`src/rtl/fetch_unit.sv`:
```
// Instruction-fetch front end: owns the PC, issues 1-cycle-latency ROM reads and
// buffers {pc, instr} pairs in a small queue handed to decode via valid/ready.
module fetch_unit #(
  parameter int          ADDR_W   = 16,
  parameter int          INSTR_W  = 16,
  parameter int          QDEPTH   = 4,
  parameter int          PC_STEP  = 1,
  parameter int unsigned RESET_PC = 0
) (
  input  logic                     clk,
  input  logic                     reset,
  input  logic                     halt,
  input  logic                     redirect_valid,
  input  logic [ADDR_W-1:0]        redirect_pc,
  output logic                     imem_req,
  output logic [ADDR_W-1:0]        imem_addr,
  input  logic [INSTR_W-1:0]       imem_rdata,
  output logic                     instr_valid,
  input  logic                     instr_ready,
  output logic [INSTR_W-1:0]       instr_out,
  output logic [ADDR_W-1:0]        pc_out,
  output logic [$clog2(QDEPTH):0]  q_count
);
  localparam int PTR_W = $clog2(QDEPTH);
  localparam int CNT_W = PTR_W + 1;
  localparam logic [ADDR_W-1:0] RESET_PC_C = ADDR_W'(RESET_PC);
  localparam logic [ADDR_W-1:0] STEP_C     = ADDR_W'(PC_STEP);
  localparam logic [CNT_W:0]    DEPTH_C    = (CNT_W+1)'(QDEPTH);

  logic [ADDR_W-1:0]  pc_r;
  logic [ADDR_W-1:0]  inflight_pc_r;
  logic               inflight_r;
  logic [PTR_W-1:0]   rd_ptr_r;
  logic [PTR_W-1:0]   wr_ptr_r;
  logic [CNT_W-1:0]   count_r;
  logic [ADDR_W-1:0]  pc_mem_r    [QDEPTH];
  logic [INSTR_W-1:0] instr_mem_r [QDEPTH];
  logic [CNT_W:0]     occ_s;
  logic               issue_s;
  logic               push_s;
  logic               pop_s;

  // Credit counts the in-flight read so a response always finds a free slot.
  always_comb begin
    occ_s = {1'b0, count_r} + {{CNT_W{1'b0}}, inflight_r};
    if (reset || redirect_valid) begin
      issue_s = 1'b0;
      push_s  = 1'b0;
      pop_s   = 1'b0;
    end else begin
      issue_s = ~halt & (occ_s < DEPTH_C);
      push_s  = inflight_r;
      pop_s   = (count_r != {CNT_W{1'b0}}) & instr_ready;
    end
  end

  // PC, in-flight tracking and queue pointers; redirect flushes everything.
  always_ff @(posedge clk) begin
    if (reset) begin
      pc_r          <= RESET_PC_C;
      inflight_r    <= 1'b0;
      inflight_pc_r <= {ADDR_W{1'b0}};
      rd_ptr_r      <= {PTR_W{1'b0}};
      wr_ptr_r      <= {PTR_W{1'b0}};
      count_r       <= {CNT_W{1'b0}};
    end else if (redirect_valid) begin
      pc_r       <= redirect_pc;
      inflight_r <= 1'b0;
      rd_ptr_r   <= {PTR_W{1'b0}};
      wr_ptr_r   <= {PTR_W{1'b0}};
      count_r    <= {CNT_W{1'b0}};
    end else begin
      if (issue_s) begin
        pc_r          <= pc_r + STEP_C;
        inflight_pc_r <= pc_r;
      end
      inflight_r <= issue_s;
      if (push_s) wr_ptr_r <= wr_ptr_r + PTR_W'(1);
      if (pop_s)  rd_ptr_r <= rd_ptr_r + PTR_W'(1);
      case ({push_s, pop_s})
        2'b10:   count_r <= count_r + CNT_W'(1);
        2'b01:   count_r <= count_r - CNT_W'(1);
        default: count_r <= count_r;
      endcase
    end
  end

  // Queue storage needs no reset: occupancy qualifies every entry.
  always_ff @(posedge clk) begin
    if (push_s) begin
      pc_mem_r[wr_ptr_r]    <= inflight_pc_r;
      instr_mem_r[wr_ptr_r] <= imem_rdata;
    end
  end

  assign imem_req    = issue_s;
  assign imem_addr   = pc_r;
  assign instr_valid = (count_r != {CNT_W{1'b0}});
  assign instr_out   = instr_mem_r[rd_ptr_r];
  assign pc_out      = pc_mem_r[rd_ptr_r];
  assign q_count     = count_r;

  fetch_unit_chk #(.CNT_W(CNT_W), .QDEPTH(QDEPTH)) u_chk (
    .clk   (clk),
    .reset (reset),
    .push  (push_s),
    .pop   (pop_s),
    .count (count_r)
  );
endmodule

// Protocol checker: a push without a pop must never meet a full queue.
module fetch_unit_chk #(
  parameter int CNT_W  = 3,
  parameter int QDEPTH = 4
) (
  input logic             clk,
  input logic             reset,
  input logic             push,
  input logic             pop,
  input logic [CNT_W-1:0] count
);
  localparam logic [CNT_W-1:0] FULL_C = CNT_W'(QDEPTH);

  a_no_overflow: assert property (@(posedge clk) disable iff (reset)
    (push && !pop) |-> (count != FULL_C));
endmodule

```
`config.mk`:
```
export PLATFORM = sky130hd
export DESIGN_NAME = fetch_unit
export DESIGN_NICKNAME = d
export VERILOG_FILES = /design/src/rtl/fetch_unit.sv
export SDC_FILE = /design/constraint.sdc
export NUM_CORES = 1
export LEC_CHECK = 0
export BUFFER_PORTS_ARGS = -buffer_cell sky130_fd_sc_hd__buf_2
export CAP_MARGIN = 0
export CORE_MARGIN = 4
export CORE_UTILIZATION = 45
export CTS_CLUSTER_SIZE = 8
export DETAILED_ROUTE_END_ITERATION = 12
export GPL_TIMING_DRIVEN = 0
export MAX_ROUTING_LAYER = met4
export RECOVER_POWER = 100
export SKIP_CTS_REPAIR_TIMING = 1
export SYNTH_ARGS = -nofsm -noshare
export SYNTH_HDL_FRONTEND = slang
export SYNTH_SLANG_ARGS = --single-unit
```
`constraint.sdc`:
```
create_clock -name clk -period 3.8 [get_ports clk]
set_input_delay 0.38 -clock clk [delete_from_list [all_inputs] [get_ports clk]]
set_output_delay 0.38 -clock clk [all_outputs]
set_load 0.1 [all_outputs]
```
; ---- Word level (Yosys, flattened, before mapping)
; Memories as Yosys holds them, arrays and structs flattened. A register that Yosys moved wholly into a read port is not among the register bits.
; Index checks and enable logic that the tools add are counted.
[word_totals]
register_bits = 40
latchBits = 0
ram_bits = 128
rom_bits = 0
output_inout_bits = 53
elab_cells = 39
n_memories = 2
[memory_table]
columns = memory, depth, width, read_ports, rd_clocked_by_memory_dff, write_ports, line_no
row1 = instr_mem_r, 4, 16, 1, 1, 1, 37  ; logic [INSTR_W-1:0] instr_mem_r [QDEPTH];
row2 = pc_mem_r, 4, 16, 1, 1, 1, 36  ; logic [ADDR_W-1:0] pc_mem_r [QDEPTH];
[op_classes]
add_sub_neg = 6
mul = 0
n_div = 0
magnitude_cmp = 1
eq_ne = 2
shift = 0
mux = 12
bitwise = 4
n_reduce_logical = 6
[op_table]
columns = op, n
row1 = 16-bit 2-to-1 mux, 2
row2 = "16-bit by 1-bit adder with 16-bit output, second input constant", 1
row3 = 2-bit 2-to-1 mux, 4
row4 = 3-bit one-hot mux with 2 select lines, 1
row5 = 1-bit 2-to-1 mux, 5
row6 = "2-bit by 1-bit adder with 2-bit output, second input constant", 2
row7 = 3-bit by 1-bit adder with 4-bit output, 1
row8 = "4-bit by 3-bit less-than comparator with 1-bit output, second input constant", 1
row9 = 2-bit nonzero test, 2
row10 = "3-bit by 1-bit adder with 3-bit output, second input constant", 1
row11 = 3-bit nonzero test, 1
row12 = "3-bit by 1-bit subtractor with 3-bit output, second input constant", 1
row13 = 1-bit AND, 2
row14 = "2-bit by 1-bit equality test with 1-bit output, second input constant", 1
row15 = "2-bit equality test, second input constant", 1
row16 = 1-bit NOT, 2
row17 = 2-bit AND reduction, 1
row18 = 2-bit OR reduction, 1
row19 = 1-bit logical OR, 1

; ---- Depth between registers and ports, before layout
; Gate-level depths: netlist of run 1.
[logic_depth]
depth_word = 6
mapped_depth = 10

; ---- Least setup slack after synthesis of run 1
; No wires, ideal clock.
[synth_timing]
path_kind = register to register
startpoint = reg count_r[0], in the netlist q_count[0]
endpoint = reg count_r[2], in the netlist q_count[2]
setup_ns = 0.070
arrival_time_ns = 3.316
required_ns = 3.730
path_slack_ns = 0.414
stages_incl_launch_ff = 10
n_path_buf = 0
synth_period_minus_slack_ns = 3.386
cell_sequence = dfxtp_1 > or3_1 > nand2_1 > nor2_1 > ha_1 > inv_1 > fa_1 > xor2_1 > or3_1 > a21oi_1
[synth_via]
elab_chain_len = 5
elab_cells_between_ends = 9
[synth_rtl]
columns = element, line_no
row1 = start: declaration, 35  ; logic [CNT_W-1:0] count_r;
row2 = start signal: assignment, 65  ; count_r <= {CNT_W{1'b0}};
row3 = start signal: assignment, 71  ; count_r <= {CNT_W{1'b0}};
row4 = start signal: assignment, 81  ; 2'b10: count_r <= count_r + CNT_W'(1);
row5 = 3-bit nonzero test (*), n/a
row6 = net instr_valid, 18  ; output logic instr_valid,
row7 = 1-bit AND (*), 53  ; pop_s = (count_r != {CNT_W{1'b0}}) & instr_ready;
row8 = 1-bit 2-to-1 mux (*), 46  ; if (reset || redirect_valid) begin
row9 = net pop_s, 41  ; logic pop_s;
row10 = 2-bit by 1-bit equality test with 1-bit output / 2-bit equality test (equally long branches), 80  ; case ({push_s, pop_s})
row11 = 3-bit one-hot mux with 2 select lines / 2-bit nonzero test (equally long branches), n/a
; Mark *: on every way through the listed nets, which the timed path passes. The rest lies on a longest branch.
; A chain may end at the register's enable or synchronous reset.

==> results of run 1 <==
## synthesized netlist by cell type, types with 5 or more instances
library cell,n,area (µm²)
edfxtp_1,128,3840
and3_1,5,31.3
nor2_1,21,78.8
mux4_2,32,721
clkbuf_1,9,33.8
ha_1,6,75.1
nand4_1,6,37.5
nand2_1,46,173
a21oi_1,29,145
o21ai_0,8,40.0
buf_2,10,50.1
dfxtp_1,42,841
inv_1,8,30.0
a31oi_1,7,43.8
## critical path, cell delays in order, from the launching register on
cell,delay (ps)
dfxtp_1,300
clkbuf_1,310
clkbuf_1,710
mux4_2,610
clkbuf_2,380
## through the flow
step / area (µm²) / hold slack (ps) / worst slack (ps) / instances
3_3_place_gp: 7210 / 481 / 1230 / 673
5_1_grt: 7710 / 203 / 463 / 705
2_1_floorplan: 6550 / 460 / 414 / 406
4_1_cts: 7790 / 156 / 991 / 705
3_5_place_dp: 7210 / 489 / 1270 / 673
6_report: 7710 / 215 / 681 / 705
## final timing paths
kind,slack [ps],cells past startpoint,startpoint,endpoint
worst min-delay path,210,3,redirect_pc[3],imem_addr[3]$_SDFFE_PP0P_
worst min register to register,500,2,imem_addr[15]$_SDFFE_PP0P_,inflight_pc_r[15]$_SDFFE_PP0P_
worst max register to register,1360,2,inflight_r$_SDFF_PP0_,instr_mem_r[0][7]$_DFFE_PP_
worst max-delay path,680,4,flip-flop,instr_out[6]
## registers in the layout (all words and copies together), names as in the netlist, named ones only
register	cells
inflight_r	1
q_count	3
pc_mem_r	64
wr_ptr_r	2
imem_addr	16
instr_mem_r	64
inflight_pc_r	16
rd_ptr_r	2
## cells by family (layout without fill, tap and decap cells)
| group | count (synthesis) | after routing | share of synthesized area (%) |
|---|---|---|---|
| DFF | 170 | 170 | 71.6 |
| and+or+nand+nor | 102 | 102 | 7.57 |
| AOI/OAI and AO/OA | 55 | 55 | 4.91 |
| muxes | 37 | 37 | 11.9 |
| buffers and inverters | 30 | 149 | 1.91 |
| adders and majority gates | 7 | 7 | 1.45 |
| xor gates and xnor gates | 5 | 5 | 0.669 |
## routing by layer
layer	part of all wire [%]	vias to the layer above	track usage, %	wire length (µm)
li1	-	1772	-	-
met5	0	-	-	0
met1	43	1838	21.7	5410
met4	1.2	0	4.88	152
met3	7.0	13	4.52	882
met2	49	128	25.7	6100
## cell type report
type	instances	share of cell area, %
clock inverters	11	1.22
inverters	9	0.438
repair buffers	87	5.01
multi-input cells	206	22.4
plain buffers	21	1.05
flip-flops and latches	170	60.7
well taps	180	2.92
clock buffers	21	6.25
## power by group through the flow
stage / Combinational [µW] / Sequential, µW / Clock, µW
final: 187 / 2020 / 1640
after global routing: 200 / 2030 / 1770
after CTS: 195 / 2020 / 1680
after detailed placement: 194 / 2060 / 0
after global placement: 191 / 2060 / 0
after floorplan: 74.9 / 2120 / 0
==> summary.txt, run 1 <==
Global routing
  – Vias in the first global route: 3829
  – Largest net degree at the start of global routing: 33
  – First-pass GRT wire length: 20200 µm
  – Initial antenna violation count: 0
  – Grt ovf: 0
  – Overall Global Routing Usage: 16.6%

Synthesis
  – Ys flop type: edfxtp_1
  – Post-synthesis cell count: between 400 and 500
  – Sequential share of the synthesized area: 71.6%
  – Syn. warnings: 0
  – Post-synthesis area per instance: 16.1 µm²
  – Post-synth EDFFs: 128
  – FFs w/ async S/R, synth: 0%
  – Net count after synthesis: 450
  – #FFs+latches synth: 170
  – Count of cell types in the netlist: 42
  – Post-Syn Area: 6550 µm²

Detailed routing
  – DRC: 0
  – Vias: 3751
  – Final WL: 12500 µm
  – Vias/cell: roughly 5.3
  – ANT nets after route: 0
  – Pre-antenna DRT Iters: 4
  – Avg WL per Cell: 17.8 µm
  – 1st-iter DRT viols: 268

Pwr
  – VDD IR max: 0.000311 V
  – Clk pwr share: ~43%
  – Sw Ratio: between 20% and 30%
  – Cell internal pwr: ~3000 µW
  – Leakage: 0.00255 µW
  – Power share of the combinational group: under 10%
  – Sequential share of power: ~53%
  – Psw: roughly 840 µW
  – PwrDens: 500 nW/µm²
  – Tot Pwr: 3850 µW

Timing
  – Worst slew pin tran: 1730 ps
  – Fin crit period: 3120 ps
  – RSZ-0062 raised after global routing: false
  – Final hold violation count: 0
  – Rel. slew slack: -15.2%
  – Final period util: 82.1%
  – Setup TNS Final: 0 ps
  – Maximum clock frequency: about 0.32 GHz
  – Clk_skew: 10.4 ps
  – Final Max Slew Viols: 132
  – Final setup fails: 0

Setup path
  – Critical Path Fanout Max: 10
  – Critical Path Source Type: flip-flop
  – CP required: 3420 ps
  – Crit. End Element: output pin
  – Setup CP Type: flip-flop to output pin
  – Worst Path Arrival: 2740 ps

Clocking
  – CTS buffer count: 17
  – Clock sink total: 170
  – TritonCTS clock tree: yes
  – Clk Latency, worst-skew pair: 420 ps
  – CTS max path bufs: 2
  – Root buf cell: clkbuf_16
  – H-tree depth: 4
  – Clock Pin Slew Worst Setup and Hold Paths: 60 ps

Die
  – Num ports: 90
  – Die Area: 16500 µm²
  – Core area: 14000 µm²
  – Chip width: 129 µm
  – Die Height: 129 µm
  – Starting Density: 46.6%
  – Num rows: 43

Status
  – Failing checks: max-capacitance violations, max-slew violations
  – Outcome: finished with violations

Cells and area
  – Most frequent cells in the layout: edfxtp_1, clkbuf_1, nand2_1
  – Area grow syn2layout: 17.8%
  – N_diodes: 0
  – Multi-input logic area: 1720 µm²
  – Final nets: 556
  – Fill cell count: 1189
  – Layout cells sized above 1: ~23%
  – Seq. cell area: 4680 µm²
  – Fin util: a little over half
  – Commonest non-fill, non-tap cell in the layout: edfxtp_1

Place
  – Final GP Congestion: around 0.89
  – PortBufs: 87
  – DP HPWL: 8040 µm

Worst hold path
  – Hold WC Path Type: input pin to flip-flop

Run
  – Max Cap Violations: 4
No activity file was read; power rests on OpenSTA's default activity.
==> run 2: changes to the inputs <==
- clock period: 3.8 -> 3.2 ns (I/O delays scaled with it)
==> run 2 against run 1 <==
  * Sequential power rose by 19%
  * Die area did not move
  * Total power rose by 17%
  * Clock power rose by 15%
  * Critical path depth did not move
  * The run still ends with max-capacitance violations, max-slew violations left
  * Critical path type unchanged
==> summary.txt, run 2 (synthesis gave the netlist of run 1 again) <==
Status
  – Outcome: finished with violations (unchanged)
  – Failing checks: max-capacitance violations, max-slew violations (unchanged)

Detailed routing
  – Pre-antenna DRT Iters: 4 (unchanged)
  – Final WL: 12600 µm (was 12500 µm)
  – Metal3 WL: 802 µm (was 882 µm)
  – M1 WL: 5480 µm (was 5410 µm)
  – 1st-iter DRT viols: 185 (was 268)
  – Wire length on met2: 6030 µm (was 6100 µm)
  – Top Metal Used: met4 (unchanged)
  – Vias/cell: 5.38 (was 5.32)
  – ANT nets after route: 0 (unchanged)
  – Avg WL per Cell: 17.8 µm (about the same)
  – DRC: 0 (unchanged)
  – Vias: 3796 (was 3751)

Place
  – Final GP Congestion: 0.894 (was 0.886)
  – DP HPWL: 8090 µm (was 8040 µm)
  – Area of placed instances: 7210 µm² (about the same)
  – PortBufs: 87 (unchanged)

Cells and area
  – Area grow syn2layout: 17.6% (was 17.8%)
  – Largest regs: instr_mem_r (64), pc_mem_r (64) (unchanged)
  – Fin util: 54.8% (was 54.9%)
  – Commonest non-fill, non-tap cell in the layout: edfxtp_1 (unchanged)
  – N_diodes: 0 (unchanged)
  – Layout cells sized above 1: 23.2% (was 22.9%)
  – Most frequent cells in the layout: edfxtp_1, clkbuf_1, nand2_1 (unchanged)
  – Final instance area: 7700 µm² (was 7710 µm²)
  – Final nets: 556 (unchanged)

Die
  – Die Area: 16500 µm² (unchanged)
  – Core area: 14000 µm² (unchanged)
  – Die Height: 129 µm (unchanged)
  – Chip width: 129 µm (unchanged)
  – Num ports: 90 (unchanged)
  – Num rows: 43 (unchanged)
  – Starting Density: 46.6% (unchanged)

Timing
  – Rel. slew slack: -18.0% (was -15.2%)
  – Worst slew pin tran: 1770 ps (was 1730 ps)
  – Setup TNS Final: 0 ps (unchanged)
  – Final period util: a little over four fifths
  – RSZ-0062 raised after global routing: false (unchanged)
  – Final Max Slew Viols: 132 (unchanged)
  – Final setup fails: 0 (unchanged)
  – Fin crit period: 2710 ps
  – Final hold violation count: 0 (unchanged)
  – Maximum clock frequency: 0.369 GHz
  – Clk_skew: 6.38 ps (was 10.4 ps)

Clocking
  – CTS max path bufs: 2 (unchanged)
  – CTS buffer count: 17 (unchanged)
  – Clock Pin Slew Worst Setup and Hold Paths: 60 ps (about the same)
  – Clk Latency, worst-skew pair: 410 ps (was 420 ps)
  – Clock sink total: 170 (unchanged)
  – H-tree depth: 4 (unchanged)
  – TritonCTS clock tree: yes (unchanged)
  – Root buf cell: clkbuf_16 (unchanged)

Pwr
  – PwrDens: 587 nW/µm² (was 500 nW/µm²)
  – VDD IR max: 0.000346 V (was 0.000311 V)
  – Leakage: 0.00256 µW (was 0.00255 µW)

Global routing
  – Initial antenna violation count: 0 (unchanged)
  – First-pass GRT wire length: 20300 µm (was 20200 µm)
  – Grt ovf: 0 (unchanged)
  – Largest net degree at the start of global routing: 33 (unchanged)
  – Vias in the first global route: 3888 (was 3829)
  – Overall Global Routing Usage: 16.6% (about the same)

Setup path
  – Setup CP Type: flip-flop to output pin (unchanged)
  – Crit. End Element: output pin (unchanged)
  – Critical Path Source Type: flip-flop (unchanged)
  – Worst Path Arrival: 2390 ps (was 2740 ps)
  – CP required: 2880 ps (was 3420 ps)
  – Critical Path Fanout Max: 10 (unchanged)

Worst hold path
  – Hold WC Path Type: input pin to flip-flop (unchanged)

Run
  – Max Cap Violations: 4 (unchanged)
[run 2: final cells by class]
| cell class | instances | area [µm²] |
|---|---|---|
| Clock buffer | 26 | 522 |
| Tap cell | 180 | 225 |
| Fill cell | 1179 | 6340 |
| Inverter | 9 | 33.8 |
| Sequential cell | 170 | 4680 |
| Buffer | 21 | 86.3 |
| Multi-Input combinational cell | 206 | 1720 |
| Timing Repair Buffer | 87 | 388 |
| Clock inverter | 6 | 36.3 |
[run 2: final timing paths]
path / from / endpoint / slack, ps / depth (start not counted)
worst min-delay path: redirect_pc[3] / imem_addr[3]$_SDFFE_PP0P_ / 160 / 3
worst max-delay path: flip-flop / pc_out[1] / 490 / 4
worst max register to register: inflight_r$_SDFF_PP0_ / pc_mem_r[0][15]$_DFFE_PP_ / 720 / 2
worst min register to register: inflight_pc_r[7]$_SDFFE_PP0P_ / inflight_pc_r[7]$_SDFFE_PP0P_ / 500 / 2
[run 2: routing by layer]
metal  up-vias  track usage (%)
met2       140             25.9
met4         0             6.49
li1       1777                -
met1      1858             21.4
met5         -                -
met3        21             3.65
[run 2: critical path: stages (launching register included)]
cell,delay (ps)
dfxtp_1,310
clkbuf_1,270
clkbuf_2,430
mux4_2,570
clkbuf_2,390
[run 2: report_power, final]
part	internal (µW)	total, µW	leakage (µW)	switching [µW]
Clock	1120	1890	0.000274	771
Combinational	45.3	223	0.000789	178
Sequential	2380	2400	0.00149	26.0
Total	3550	4520	0.00256	975
[run 2: stage by stage]
step | hold slack [ps] | setup WS [ps] | total power [µW] | instances
2_1_floorplan | 419 | 106 | 2610 | 406
6_report | 157 | 492 | 4520 | 705
3_3_place_gp | 477 | 678 | 2680 | 673
3_5_place_dp | 491 | 746 | 2680 | 673
5_1_grt | 136 | 324 | 4680 | 705
4_1_cts | 103 | 517 | 4570 | 705
